[src/rtl/comma_pkg.sv]
// Shared constants, state encoding and helpers for the comma aligner and the
// downstream 8b/10b decoder checks.
package comma_pkg;

  localparam int SYM_W = 10;

  localparam logic [SYM_W-1:0] COMMA_N = 10'b0011111010;
  localparam logic [SYM_W-1:0] COMMA_P = 10'b1100000101;

  typedef enum logic [1:0] {
    HUNT   = 2'd0,
    CHECK  = 2'd1,
    LOCKED = 2'd2
  } state_e;

  function automatic logic [3:0] popcount10(input logic [SYM_W-1:0] v);
    logic [3:0] cnt;
    cnt = 4'd0;
    for (int i = 0; i < SYM_W; i++) begin
      cnt = cnt + {3'd0, v[i]};
    end
    return cnt;
  endfunction

  // Saturating 3-bit increment so run-length counters never wrap back to zero.
  function automatic logic [2:0] sat_inc3(input logic [2:0] v);
    return (v == 3'd7) ? 3'd7 : v + 3'd1;
  endfunction

endpackage

[src/rtl/comma_aligner_if.sv]
// Serial-in / aligned-symbol-out bundle between the line receiver and the
// comma aligner.
interface comma_aligner_if;
  import comma_pkg::*;

  logic             enable_i;
  logic             bit_i;
  logic [SYM_W-1:0] data_o;
  logic             valid_o;
  logic             comma_o;
  logic             code_err_o;
  logic             locked_o;

  modport master (
    output enable_i, bit_i,
    input  data_o, valid_o, comma_o, code_err_o, locked_o
  );

  modport slave (
    input  enable_i, bit_i,
    output data_o, valid_o, comma_o, code_err_o, locked_o
  );

endinterface

[src/rtl/sym_weight_check.sv]
// Classifies a 10-bit window as a K28.5 comma and/or an illegal code weight.
module sym_weight_check
  import comma_pkg::*;
(
  input  logic [SYM_W-1:0] win,
  output logic             is_comma,
  output logic             bad_wt
);

  logic [3:0] wt_s;

  // Legal 8b/10b code groups carry four, five or six ones.
  always_comb begin
    wt_s     = popcount10(win);
    is_comma = (win == COMMA_N) || (win == COMMA_P);
    bad_wt   = (wt_s < 4'd4) || (wt_s > 4'd6);
  end

endmodule

[src/rtl/comma_aligner.sv]
// Bit-serial K28.5 hunter: finds symbol boundaries, acquires lock after
// repeated aligned commas and drops it on sustained code-weight errors.
module comma_aligner
  import comma_pkg::*;
#(
  parameter int LOCK_COMMAS = 3,
  parameter int ERR_LIMIT   = 4
) (
  input  logic             clk_i,
  input  logic             rst_i,
  comma_aligner_if.slave   bus
);

  localparam logic [2:0] LOCK_TH = 3'(LOCK_COMMAS);
  localparam logic [2:0] ERR_TH  = 3'(ERR_LIMIT);

  state_e           state_r, state_nxt_s;
  logic [SYM_W-2:0] sr_r;
  logic [3:0]       phase_r, phase_nxt_s;
  logic [2:0]       comma_cnt_r, comma_cnt_nxt_s;
  logic [2:0]       err_cnt_r, err_cnt_nxt_s;
  logic [SYM_W-1:0] data_r, data_nxt_s;
  logic             valid_r, valid_nxt_s;
  logic             comma_r, comma_nxt_s;
  logic             code_err_r, code_err_nxt_s;
  logic             locked_r;

  logic [SYM_W-1:0] win_s;
  logic             is_comma_s, bad_wt_s, boundary_s;
  logic [2:0]       cnt_inc_s, err_inc_s;
  logic             lock_hit_s, err_evt_s, err_hit_s;

  assign win_s      = {sr_r, bus.bit_i};
  assign boundary_s = bus.enable_i && (phase_r == 4'd9);
  assign cnt_inc_s  = sat_inc3(comma_cnt_r);
  assign err_inc_s  = sat_inc3(err_cnt_r);
  assign lock_hit_s = boundary_s && is_comma_s && (cnt_inc_s >= LOCK_TH);
  // A bad boundary symbol and a misaligned comma on one edge count as one error.
  assign err_evt_s  = bus.enable_i && ((boundary_s && bad_wt_s) || (is_comma_s && !boundary_s));
  assign err_hit_s  = err_evt_s && (err_inc_s >= ERR_TH);

  sym_weight_check u_wt (
    .win      (win_s),
    .is_comma (is_comma_s),
    .bad_wt   (bad_wt_s)
  );

  // State register; reset discards any partial symbol and all progress.
  always_ff @(posedge clk_i) begin
    if (rst_i) begin
      state_r <= HUNT;
    end else begin
      state_r <= state_nxt_s;
    end
  end

  // Next-state selection.
  always_comb begin
    state_nxt_s = state_r;
    case (state_r)
      HUNT: begin
        if (bus.enable_i && is_comma_s) state_nxt_s = CHECK;
        else                            state_nxt_s = HUNT;
      end
      CHECK: begin
        if (lock_hit_s)                                 state_nxt_s = LOCKED;
        else if (boundary_s && !is_comma_s && bad_wt_s) state_nxt_s = HUNT;
        else                                            state_nxt_s = CHECK;
      end
      LOCKED: begin
        if (err_hit_s) state_nxt_s = HUNT;
        else           state_nxt_s = LOCKED;
      end
      default: state_nxt_s = HUNT;
    endcase
  end

  // Phase, counters and symbol emission for the current edge.
  always_comb begin
    phase_nxt_s     = phase_r;
    comma_cnt_nxt_s = comma_cnt_r;
    err_cnt_nxt_s   = err_cnt_r;
    data_nxt_s      = data_r;
    valid_nxt_s     = 1'b0;
    comma_nxt_s     = 1'b0;
    code_err_nxt_s  = 1'b0;
    if (bus.enable_i) begin
      phase_nxt_s = boundary_s ? 4'd0 : phase_r + 4'd1;
      case (state_r)
        HUNT: begin
          if (is_comma_s) begin
            phase_nxt_s     = 4'd0;
            comma_cnt_nxt_s = 3'd1;
          end else begin
            comma_cnt_nxt_s = comma_cnt_r;
          end
        end
        CHECK: begin
          if (is_comma_s && !boundary_s) begin
            phase_nxt_s     = 4'd0;
            comma_cnt_nxt_s = 3'd1;
          end else if (boundary_s && is_comma_s) begin
            comma_cnt_nxt_s = cnt_inc_s;
            if (lock_hit_s) begin
              data_nxt_s     = win_s;
              valid_nxt_s    = 1'b1;
              comma_nxt_s    = 1'b1;
              code_err_nxt_s = bad_wt_s;
              err_cnt_nxt_s  = 3'd0;
            end else begin
              err_cnt_nxt_s = err_cnt_r;
            end
          end else if (boundary_s && bad_wt_s) begin
            comma_cnt_nxt_s = 3'd0;
          end else begin
            comma_cnt_nxt_s = comma_cnt_r;
          end
        end
        LOCKED: begin
          if (boundary_s) begin
            data_nxt_s     = win_s;
            valid_nxt_s    = 1'b1;
            comma_nxt_s    = is_comma_s;
            code_err_nxt_s = bad_wt_s;
          end else begin
            data_nxt_s = data_r;
          end
          if (err_hit_s) begin
            err_cnt_nxt_s   = 3'd0;
            comma_cnt_nxt_s = 3'd0;
          end else if (err_evt_s) begin
            err_cnt_nxt_s = err_inc_s;
          end else if (boundary_s) begin
            err_cnt_nxt_s = 3'd0;
          end else begin
            err_cnt_nxt_s = err_cnt_r;
          end
        end
        default: begin
          phase_nxt_s     = 4'd0;
          comma_cnt_nxt_s = 3'd0;
          err_cnt_nxt_s   = 3'd0;
        end
      endcase
    end else begin
      phase_nxt_s = phase_r;
    end
  end

  // Datapath and registered outputs.
  always_ff @(posedge clk_i) begin
    if (rst_i) begin
      sr_r        <= '0;
      phase_r     <= 4'd0;
      comma_cnt_r <= 3'd0;
      err_cnt_r   <= 3'd0;
      data_r      <= '0;
      valid_r     <= 1'b0;
      comma_r     <= 1'b0;
      code_err_r  <= 1'b0;
      locked_r    <= 1'b0;
    end else begin
      if (bus.enable_i) sr_r <= win_s[SYM_W-2:0];
      phase_r     <= phase_nxt_s;
      comma_cnt_r <= comma_cnt_nxt_s;
      err_cnt_r   <= err_cnt_nxt_s;
      data_r      <= data_nxt_s;
      valid_r     <= valid_nxt_s;
      comma_r     <= comma_nxt_s;
      code_err_r  <= code_err_nxt_s;
      locked_r    <= (state_nxt_s == LOCKED);
    end
  end

  assign bus.data_o     = data_r;
  assign bus.valid_o    = valid_r;
  assign bus.comma_o    = comma_r;
  assign bus.code_err_o = code_err_r;
  assign bus.locked_o   = locked_r;

endmodule

[src/flat_wrapper.sv]
// flat-port wrapper written by rule: the top's interface ports become plain ports
module comma_aligner_flat import comma_pkg::*;
#(
  parameter int LOCK_COMMAS = 3,
  parameter int ERR_LIMIT   = 4
)
  (clk_i, rst_i, bus_enable_i, bus_bit_i, bus_data_o, bus_valid_o, bus_comma_o, bus_code_err_o, bus_locked_o);
  comma_aligner_if bus_i ();
  input  logic clk_i;
  input  logic rst_i;
  input wire logic [$bits(bus_i.enable_i)-1:0] bus_enable_i;
  input wire logic [$bits(bus_i.bit_i)-1:0] bus_bit_i;
  output wire logic [$bits(bus_i.data_o)-1:0] bus_data_o;
  output wire logic [$bits(bus_i.valid_o)-1:0] bus_valid_o;
  output wire logic [$bits(bus_i.comma_o)-1:0] bus_comma_o;
  output wire logic [$bits(bus_i.code_err_o)-1:0] bus_code_err_o;
  output wire logic [$bits(bus_i.locked_o)-1:0] bus_locked_o;
  assign bus_i.enable_i = bus_enable_i;
  assign bus_i.bit_i = bus_bit_i;
  assign bus_data_o = bus_i.data_o;
  assign bus_valid_o = bus_i.valid_o;
  assign bus_comma_o = bus_i.comma_o;
  assign bus_code_err_o = bus_i.code_err_o;
  assign bus_locked_o = bus_i.locked_o;
  comma_aligner #(.LOCK_COMMAS(LOCK_COMMAS), .ERR_LIMIT(ERR_LIMIT)) u_core (.clk_i(clk_i), .rst_i(rst_i), .bus(bus_i));
endmodule
[config.mk]
export PLATFORM = sky130hd
export DESIGN_NAME = comma_aligner_flat
export DESIGN_NICKNAME = d
export VERILOG_FILES = /design/src/rtl/comma_pkg.sv /design/src/rtl/comma_aligner_if.sv /design/src/rtl/sym_weight_check.sv /design/src/rtl/comma_aligner.sv /design/src/flat_wrapper.sv
export SDC_FILE = /design/constraint.sdc
export NUM_CORES = 1
export LEC_CHECK = 0
export ABC_AREA = 1
export BUFFER_PORTS_ARGS = -buffer_cell sky130_fd_sc_hd__buf_2
export CORE_MARGIN = 2
export CORE_UTILIZATION = 50
export CTS_BUF_LIST = sky130_fd_sc_hd__clkbuf_2
export DETAILED_ROUTE_END_ITERATION = 8
export PLACE_DENSITY_LB_ADDON = 0.2
export SYNTH_ARGS = -nofsm -noshare
export SYNTH_HDL_FRONTEND = slang
export SYNTH_SLANG_ARGS = --single-unit
[constraint.sdc]
create_clock -name clk_i -period 10.8 [get_ports clk_i]
set_clock_uncertainty 0.2 [all_clocks]
set_input_delay 0.54 -clock clk_i [delete_from_list [all_inputs] [get_ports clk_i]]
set_output_delay 0.54 -clock clk_i [all_outputs]
set_load 0.005 [all_outputs]
==> After elaboration in Yosys (flattened, before gate mapping) <==
Index checks and enable logic that the tools add are counted.
{ "op_classes": {"n_addsub": 12, "n_lt_le_gt_ge": 4, "eq_ne": 16, "muxes": 41, "bitwise_logic": 2, "reduce_logical": 21} }
{ "op_table": {"columns": ["operator", "n"], "rows": [
  ["$mux 10", 4],
  ["$mux 3", 13],
  ["$add 4x1->4", 6],
  ["$pmux 10 s2", 1],
  ["$pmux 3 s3", 2],
  ["$mux 4", 3],
  ["$pmux 4 s3", 1],
  ["$reduce_and 6->1", 2],
  ["$mux 1", 11],
  ["$eq 10x10->1 const B", 1],
  ["$eq 10x8->1 const B", 1],
  ["$logic_and 1x1->1", 10],
  ["$ne 2x1->1 const B", 5],
  ["$ne 4x1->1 const B", 2],
  ["$add 3x1->3 const B", 2],
  ["$eq 3x3->1 const B", 2],
  ["$pmux 1 s2", 3],
  ["$pmux 2 s3", 1],
  ["$add 3x1->4", 1],
  ["$add 4x1->4 const B", 1],
  ["$eq 2x2->1 const B", 2],
  ["$eq 4x4->1 const B", 1],
  ["$gt 4x3->1 const B", 1],
  ["$lt 4x3->1 const B", 1],
  ["14 further kinds", 19]
]} }
{ "totals": {"regBits": 35, "input_bits": 4, "out_inout_bits": 14, "wordCells": 106} }

==> Logic depth before layout (Yosys ltp) <==
Gate-level depths: netlist of the first run.
{ "logic_depth": {"depth_word": 18, "depth_mapped": 17, "mapped_depth_nobuf": 17} }

==> Hierarchy <==
A second synthesis of the first run with hierarchy kept.
{ "hier_totals": {"hier_cells": 278, "area_unflattened_um2": 1989.4} }
{ "modules_own_cells": {"columns": ["mod", "n_inst", "cells_per_inst", "area_each_um2", "seq_area_each_um2"], "rows": [
  ["comma_aligner", 1, 234, 1685.4, 700.7],
  ["sym_weight_check", 1, 44, 304.0, 0.0]
]} }

==> Worst setup path before layout of the first run <==
OpenSTA, ideal clock, no wires.
{ "synth_timing": {"path_type": "input-to-reg", "startpoint": "in bus_bit_i", "endpoint": "reg u_core.comma_cnt_r[0]", "setup_time_ns": 0.115, "t_arrival_ns": 3.535, "t_required_ns": 10.485, "slack_ns": 6.950, "cell_stages": 15, "path_buffers": 0, "path_cell_list": "inv_1 fa_1 fa_1 fa_1 inv_1 ha_1 fa_1 a21oi_1 and2_1 nor2_1 nor2_1 nor2_2 nand3_1 nand2_1 nor2_1"} }
{ "synth_via": {"elab_chain_cells": 17, "word_cells_on_any_way": 28, "classes_between": "add/sub: 9; order compare: 2; eq/ne: 5; mux: 3; reduce/logical: 9"} }
{ "synth_rtl": {"columns": ["item", "line_no", "source"], "rows": [
  ["start, declared", "flat_wrapper.sv:12", "input wire logic [$bits(bus_i.bit_i)-1:0] bus_bit_i;"],
  ["$add 1x1->2", "comma_pkg.sv:20", "cnt = cnt + {3'd0, v[i]};"],
  ["$add 2x1->3", "comma_pkg.sv:20", null],
  ["$add 3x1->4", "comma_pkg.sv:20", null],
  ["$add 4x1->4 (6 in series)", "comma_pkg.sv:20", null],
  ["$lt 4x3->1 or $gt 4x3->1 (tied branches)", "sym_weight_check.sv:16", "bad_wt = (wt_s < 4'd4) || (wt_s > 4'd6);"],
  ["$logic_or 1x1->1", "sym_weight_check.sv:16", null],
  ["$logic_and 1x1->1", "comma_aligner.sv:39, comma_aligner.sv:113", null],
  ["$logic_or 1x1->1", "comma_aligner.sv:39", "assign err_evt_s = bus.enable_i && ((boundary_s && bad_wt_s) || (is_comma_s && !boundary_s));"],
  ["$logic_and 1x1->1", "comma_aligner.sv:39", null],
  ["$logic_and 1x1->1", "comma_aligner.sv:40", "assign err_hit_s = err_evt_s && (err_inc_s >= ERR_TH);"],
  ["$ne 2x1->1 (no source line)", null, null],
  ["$reduce_and 4->1 (no source line)", null, null],
  ["end signal, assigned", "comma_aligner.sv:165", "comma_cnt_r <= comma_cnt_nxt_s;"],
  ["end, declared", "comma_aligner.sv:20", "logic [2:0] comma_cnt_r, comma_cnt_nxt_s;"]
]} }
Parallel ways exist; a longest one is shown, timed or not.
A chain may end at the register's enable or synchronous reset.

==> Final worst setup path of the first run <==
{ "layout_timing": {"startpoint": "reg u_core.sr_r[0]", "endpoint": "reg u_core.comma_cnt_r[0]"} }
{ "layout_via": {"elab_chain_cells": 17, "word_cells_on_any_way": 28, "classes_between": "add/sub: 9; order compare: 2; eq/ne: 5; mux: 3; reduce/logical: 9"} }
{ "layout_rtl": {"columns": ["item", "line_no", "source"], "rows": [
  ["start, declared", "comma_aligner.sv:18", "logic [SYM_W-2:0] sr_r;"],
  ["start signal, assigned", "comma_aligner.sv:163", "if (bus.enable_i) sr_r <= win_s[SYM_W-2:0];"],
  ["$add 1x1->2", "comma_pkg.sv:20", null],
  ["$add 2x1->3", "comma_pkg.sv:20", null],
  ["$add 3x1->4", "comma_pkg.sv:20", null],
  ["$add 4x1->4 (6 in series)", "comma_pkg.sv:20", null],
  ["$lt 4x3->1 or $gt 4x3->1 (tied branches)", "sym_weight_check.sv:16", null],
  ["$logic_or 1x1->1", "sym_weight_check.sv:16", null],
  ["$logic_and 1x1->1", "comma_aligner.sv:39, comma_aligner.sv:113", null],
  ["$logic_or 1x1->1", "comma_aligner.sv:39", null],
  ["$logic_and 1x1->1", "comma_aligner.sv:39", null],
  ["$logic_and 1x1->1", "comma_aligner.sv:40", null],
  ["$ne 2x1->1 (no source line)", null, null],
  ["$reduce_and 4->1 (no source line)", null, null]
]} }
Parallel ways exist; a longest one is shown, timed or not.

==> results of run 1 <==
## cell type report
| type | instances | share of cell area |
|---|---|---|
| sequential | 35 | 0.3327 |
| clock buffer | 5 | 0.01188 |
| multi-input combinational | 184 | 0.5229 |
| tap | 48 | 0.02852 |
| timing repair buffer | 17 | 0.04040 |
| inverter | 31 | 0.05645 |
| clock inverter | 3 | 0.007130 |
## critical path, cell delays in order (launching register included)
cell and delay [ns]:
dfxtp_1 0.41, inv_1 0.11, fa_1 0.49, fa_1 0.53, fa_1 0.56, inv_1 0.04
ha_1 0.21, fa_1 0.48, a21oi_1 0.07, and2_1 0.17, nor2_1 0.09, nor2_1 0.05
nor2_2 0.21, nand3_1 0.12, nand2_1 0.07, nor2_1 0.05
## routing by layer
layer,track usage,vias to the layer above,part of all wire
met5,0,-,0
met4,0.06122,0,0.013
met3,0.05068,5,0.044
met2,0.3250,33,0.43
met1,0.2824,793,0.51
li1,-,874,-
## stage by stage
step                      hold WS [ns]  power (mW)  area (sq um)
after floorplan                 0.2349      0.1642          1963
after global placement          0.2456      0.1716          2066
after detailed placement        0.2526      0.1729          2066
after CTS                       0.2076      0.2329          2106
after global routing            0.2339      0.2460          2106
final                           0.2015      0.2322          2106
## cells by family (layout without fill, tap and decap cells)
family | after synthesis | after routing | share of synthesized area
AOI/OAI and AO/OA | 44 | 44 | 0.1173
xor gates and xnor gates | 2 | 2 | 0.008925
adders and majority gates | 18 | 18 | 0.1377
buffers and inverters | 37 | 56 | 0.08222
DFF | 35 | 35 | 0.3569
and+or+nand+nor | 120 | 120 | 0.2970
## worst min path at each step
stage	start	end	slack [ns]	cells after the start
final	bus_bit_i	u_core.bus.data_o[0]$_SDFFE_PP0P_	0.20	3
after global placement	u_core.bus.data_o[8]$_SDFFE_PP0P_	u_core.bus.data_o[8]$_SDFFE_PP0P_	0.25	2
after global routing	bus_bit_i	u_core.bus.data_o[0]$_SDFFE_PP0P_	0.23	3
after detailed placement	u_core.err_cnt_r[2]$_SDFFE_PP0P_	u_core.err_cnt_r[2]$_SDFFE_PP0P_	0.25	2
after CTS	bus_bit_i	u_core.bus.data_o[0]$_SDFFE_PP0P_	0.21	3
after floorplan	u_core.err_cnt_r[2]$_SDFFE_PP0P_	u_core.err_cnt_r[2]$_SDFFE_PP0P_	0.23	2
## synthesized netlist by cell type (all sizes together)
master,count
nor2,31
inv,30
nor3,4
nand4,4
o21ai,12
o21a,1
a31oi,1
and2,1
a21oi,29
ha,12
clkinv,1
xnor2,1
buf,4
dfxtp,35
xor2,1
clkbuf,2
nand2,44
a211oi,1
nand3,36
fa,6
## state kept, by name, summed over array words and instances, names as in the netlist
| name | count |
|---|---|
| u_core.sr_r | 9 |
| u_core.phase_r | 4 |
| u_core.bus.code_err_o | 1 |
| u_core.state_r | 2 |
| u_core.bus.valid_o | 1 |
| u_core.bus.locked_o | 1 |
| u_core.comma_cnt_r | 3 |
| u_core.err_cnt_r | 3 |
| u_core.bus.data_o | 10 |
| u_core.bus.comma_o | 1 |
## power by group
part / switching, mW / internal (mW) / leakage (nW)
sequential: 0.00410 / 0.132 / 0.284
clock: 0.0475 / 0.0144 / 0.0241
combinational: 0.0210 / 0.0130 / 0.609
total: 0.0726 / 0.160 / 0.917
==> impl_metrics.env, run 1 <==
export IMPL_synthesis_area_sq_mm=0.001963
export IMPL_timing_final_crit_share=0.3649
export IMPL_startpoint="u_core.sr_r[0]$_SDFFE_PP0P_"
export IMPL_final_cell_mix="nand2_1, dfxtp_1, nand3_1"
export IMPL_setup_ws_ns=6.859
export IMPL_track_usage=0.2075
export IMPL_fp_dieH_microns=66.66
export IMPL_routed_via_density=5.279
export IMPL_ys_types=29
export IMPL_required_ns=10.93
export IMPL_worstReg2RegStart="u_core.sr_r[0]$_SDFFE_PP0P_"
export IMPL_die_width_microns=66.66
export IMPL_ys_warn_count=0
export IMPL_place_inst=315
export IMPL_hp_class="input port to register"
export IMPL_grt_pass1_vias=1556
export IMPL_cp_start_kind="register"
export IMPL_ys_seq_elements=35
export IMPL_grt_pass1_wl_microns=7031
export IMPL_cp_arrival_ns=4.07
export IMPL_antenna_cells=0
export IMPL_gp_congestion=0.8320
export IMPL_rsz0062_at_grt="false"
export IMPL_timing_fmax_ghz=0.2538
export IMPL_ir_drop_mv=0.06389
export IMPL_period_minus_slack_ns=3.941
export IMPL_ant_nets=0
export IMPL_setup_violations_final=0
export IMPL_synth_top_area_cell="dfxtp_1"
export IMPL_p_leak_nw=0.9175
export IMPL_r2r_setup_slack_ns=6.86
export IMPL_vias=1705
export IMPL_wl_microns=3940
export IMPL_post_cts_resized=0
export IMPL_hold_viol=0
export IMPL_fp_dieArea_sq_mm=0.004444
export IMPL_antenna_found_initial=0
export IMPL_status="finished, final reports clean"
export IMPL_synth_area_leaders="dfxtp_1, nand3_1, nand2_1"
export IMPL_endpoint="u_core.comma_cnt_r[0]$_SDFFE_PP0P_"
export IMPL_core_area_sq_mm=0.003716
export IMPL_fin_tns_setup_ns=0
export IMPL_yosys_area_top_type_share=0.3569
export IMPL_clkTransAtPathRegs_ns=0.19
export IMPL_dpl_worst_slack_ns=6.599
export IMPL_final_cells=323
export IMPL_grt_ovfl_total=0
export IMPL_mostFrequentLayoutCell="nand2_1"
export IMPL_cts_htree_levels=2
export IMPL_start_util=0.5283
export IMPL_maxCapViolCount=0
export IMPL_p_per_area_mw_per_mm2=110.3
export IMPL_syn_to_final_growth_pct=7.266
export IMPL_r2r_end="u_core.comma_cnt_r[0]$_SDFFE_PP0P_"
export IMPL_relSlewSlack=0.6612
export IMPL_worstPathMaxFanout=6
export IMPL_cts_tree="done"
export IMPL_drtIter0Drc=118
export IMPL_grt_max_degree=24
export IMPL_drc=0
export IMPL_final_max_slew_viol_count=0
export IMPL_finalNetCount=296
export IMPL_multiInputGateArea_sq_mm=0.001101
export IMPL_clkSinkCount=35
export IMPL_final_fill_count=369
export IMPL_worst_slew_pin_slew_ns=0.5051
export IMPL_portBuffers=17
export IMPL_clockBufferDepth=2
export IMPL_path_class="register to register"
export IMPL_cts_root_buffer="clkbuf_2"
export IMPL_cts_hold_fix_buffers=0
export IMPL_routedWlPerCell_microns=12.20
export IMPL_syn_inst=256
export IMPL_syn_nets=278
export IMPL_final_seq_area_sq_um=700.7
export IMPL_ioPinCount=18
export IMPL_rows=22
export IMPL_detailed_place_hpwl_microns=2881
export IMPL_endpoint_kind="register"
export IMPL_postLayoutCoreUtil=0.5667
export IMPL_postCtsSetupRepairBufs=0
export IMPL_cts_buffers=5
export IMPL_yosysSeqAreaShare=0.3569
export IMPL_ff2ff_path_depth=15
export IMPL_clk_latency_ns=0.40
export IMPL_avgSynthCellArea_sq_um=7.668
export IMPL_drive_gt1_frac=0.1345
export IMPL_drt_first_pass_iters=4
Note: power is estimated with default switching activity, not from simulation.
==> run 2: changes to the inputs <==
clock period = 3.7 ns   (was 10.8 ns; I/O delays follow)
==> impl_metrics.env, run 2 (synthesized netlist as in run 1, its figures left out) <==
export IMPL_mostFrequentLayoutCell="nand2_1"
export IMPL_final_cells=337
export IMPL_postLayoutCoreUtil=0.6098
export IMPL_clkSinkCount=35
export IMPL_drt_first_pass_iters=4
export IMPL_track_usage=0.2209
export IMPL_grt_pass1_wl_microns=7307
export IMPL_clockBufferDepth=2
export IMPL_fp_dieArea_sq_mm=0.004444
export IMPL_period_minus_slack_ns=3.716
export IMPL_place_inst=326
export IMPL_syn_to_final_growth_pct=15.42
export IMPL_rows=22
export IMPL_grt_ovfl_total=0
export IMPL_drc=0
export IMPL_maxCapViolCount=0
export IMPL_drive_gt1_frac=0.2249
export IMPL_status="complete, but fails checks"
export IMPL_antenna_cells=0
export IMPL_multiInputGateArea_sq_mm=0.001142
export IMPL_final_fill_count=350
export IMPL_hp_class="input port to register"
export IMPL_relSlewSlack=0.6169
export IMPL_fp_dieH_microns=66.66
export IMPL_detailed_place_hpwl_microns=3089
export IMPL_grt_pass1_vias=1606
export IMPL_setup_ws_ns=-0.01564
export IMPL_wl_microns=4216
export IMPL_timing_final_crit_share=1.004
export IMPL_cp_start_kind="register"
export IMPL_final_cell_mix="nand2_1, dfxtp_1, nand3_1"
export IMPL_cts_tree="done"
export IMPL_p_per_area_mw_per_mm2=306.8
export IMPL_drtIter0Drc=98
export IMPL_largest_register_ffs=10
export IMPL_clkTransAtPathRegs_ns=0.18
export IMPL_clk_latency_ns=0.38
export IMPL_routed_via_density=5.211
export IMPL_total_power_mw=0.6953
export IMPL_violations="setup timing"
export IMPL_routedWlPerCell_microns=12.51
export IMPL_portBuffers=17
export IMPL_worstPathMaxFanout=6
export IMPL_gp_congestion=0.8857
export IMPL_ioPinCount=18
export IMPL_worst_hold_slack_ns=0.03370
export IMPL_grt_max_degree=24
export IMPL_finalNetCount=311
export IMPL_final_max_slew_viol_count=0
export IMPL_cp_arrival_ns=3.83
export IMPL_setup_violations_final=3
export IMPL_rsz0062_at_grt="true"
export IMPL_start_util=0.5283
export IMPL_cts_root_buffer="clkbuf_2"
export IMPL_cts_buffers=5
export IMPL_vias=1756
export IMPL_cts_htree_levels=2
export IMPL_worst_slew_pin_slew_ns=0.5712
export IMPL_fin_tns_setup_ns=-0.03284
export IMPL_die_width_microns=66.66
export IMPL_path_class="register to register"
export IMPL_p_leak_nw=0.9951
export IMPL_core_area_sq_mm=0.003716
export IMPL_timing_fmax_ghz=0.2691
export IMPL_antenna_found_initial=0
export IMPL_ant_nets=0
export IMPL_hold_viol=0
export IMPL_ir_drop_mv=0.1764
export IMPL_final_seq_area_sq_um=705.7
export IMPL_endpoint_kind="register"
export IMPL_required_ns=3.81
[run 2: worst paths after layout]
check,from,end,slack (ns),cells after the start
worst min register to register,u_core.bus.data_o[3]$_SDFFE_PP0P_,u_core.bus.data_o[3]$_SDFFE_PP0P_,0.27,2
worst max register to register,u_core.sr_r[4]$_SDFFE_PP0P_,u_core.comma_cnt_r[1]$_SDFFE_PP0P_,-0.02,15
worst min-delay path,bus_enable_i,u_core.sr_r[6]$_SDFFE_PP0P_,0.03,2
worst max-delay path,u_core.sr_r[4]$_SDFFE_PP0P_,u_core.comma_cnt_r[1]$_SDFFE_PP0P_,-0.02,15
[run 2: stage by stage]
step           setup WS [ns]  area, sq um
6_report            -0.01564         2266
5_1_grt              -0.1663         2266
4_1_cts             -0.04233         2225
3_5_place_dp         -0.1032         2148
3_3_place_gp        -0.02196         2148
2_1_floorplan        0.04544         1963
[run 2: routing by layer]
layer,part of all wire,wire (microns),track usage
met1,0.47,1961,0.2997
met4,0.013,53,0.1199
met3,0.068,286,0.03547
met5,0,0,0
met2,0.45,1915,0.3338
[run 2: worst max-delay path: stages, from the launching register on]
cell and delay (ns):
dfxtp_2 0.36, fa_1 0.52, inv_1 0.05, fa_1 0.46, fa_1 0.54, inv_1 0.04, ha_2 0.19, fa_1 0.52
a21oi_2 0.07, and2_4 0.16, nor2_2 0.11, nor2_2 0.06, nor2_4 0.15, nand3_1 0.10, nand2_1 0.07, nor2_1 0.05
[run 2: area by class of cell]
type | instances | area share
clock buffers | 5 | 0.01104
clock inverters | 2 | 0.003865
inverters | 31 | 0.05246
multi-input cells | 184 | 0.5041
flip-flops and latches | 35 | 0.3114
well taps | 48 | 0.02650
repair buffers | 32 | 0.09056
[run 2: repair_timing]
item                                   in CTS  in global routing
pin swaps                                   7                 11
setup endpoints to repair                   8                  9
gates cloned                                0                  0
buffers inserted                            0                  1
hold buffers                                3                  0
endpoints found under the hold margin      14                  0
gates resized for setup                     5                 13
[run 2: power breakdown]
part | internal (mW) | switching [mW]
registers | 0.386 | 0.00876
logic | 0.0585 | 0.0737
clock network | 0.0399 | 0.128
total | 0.485 | 0.211
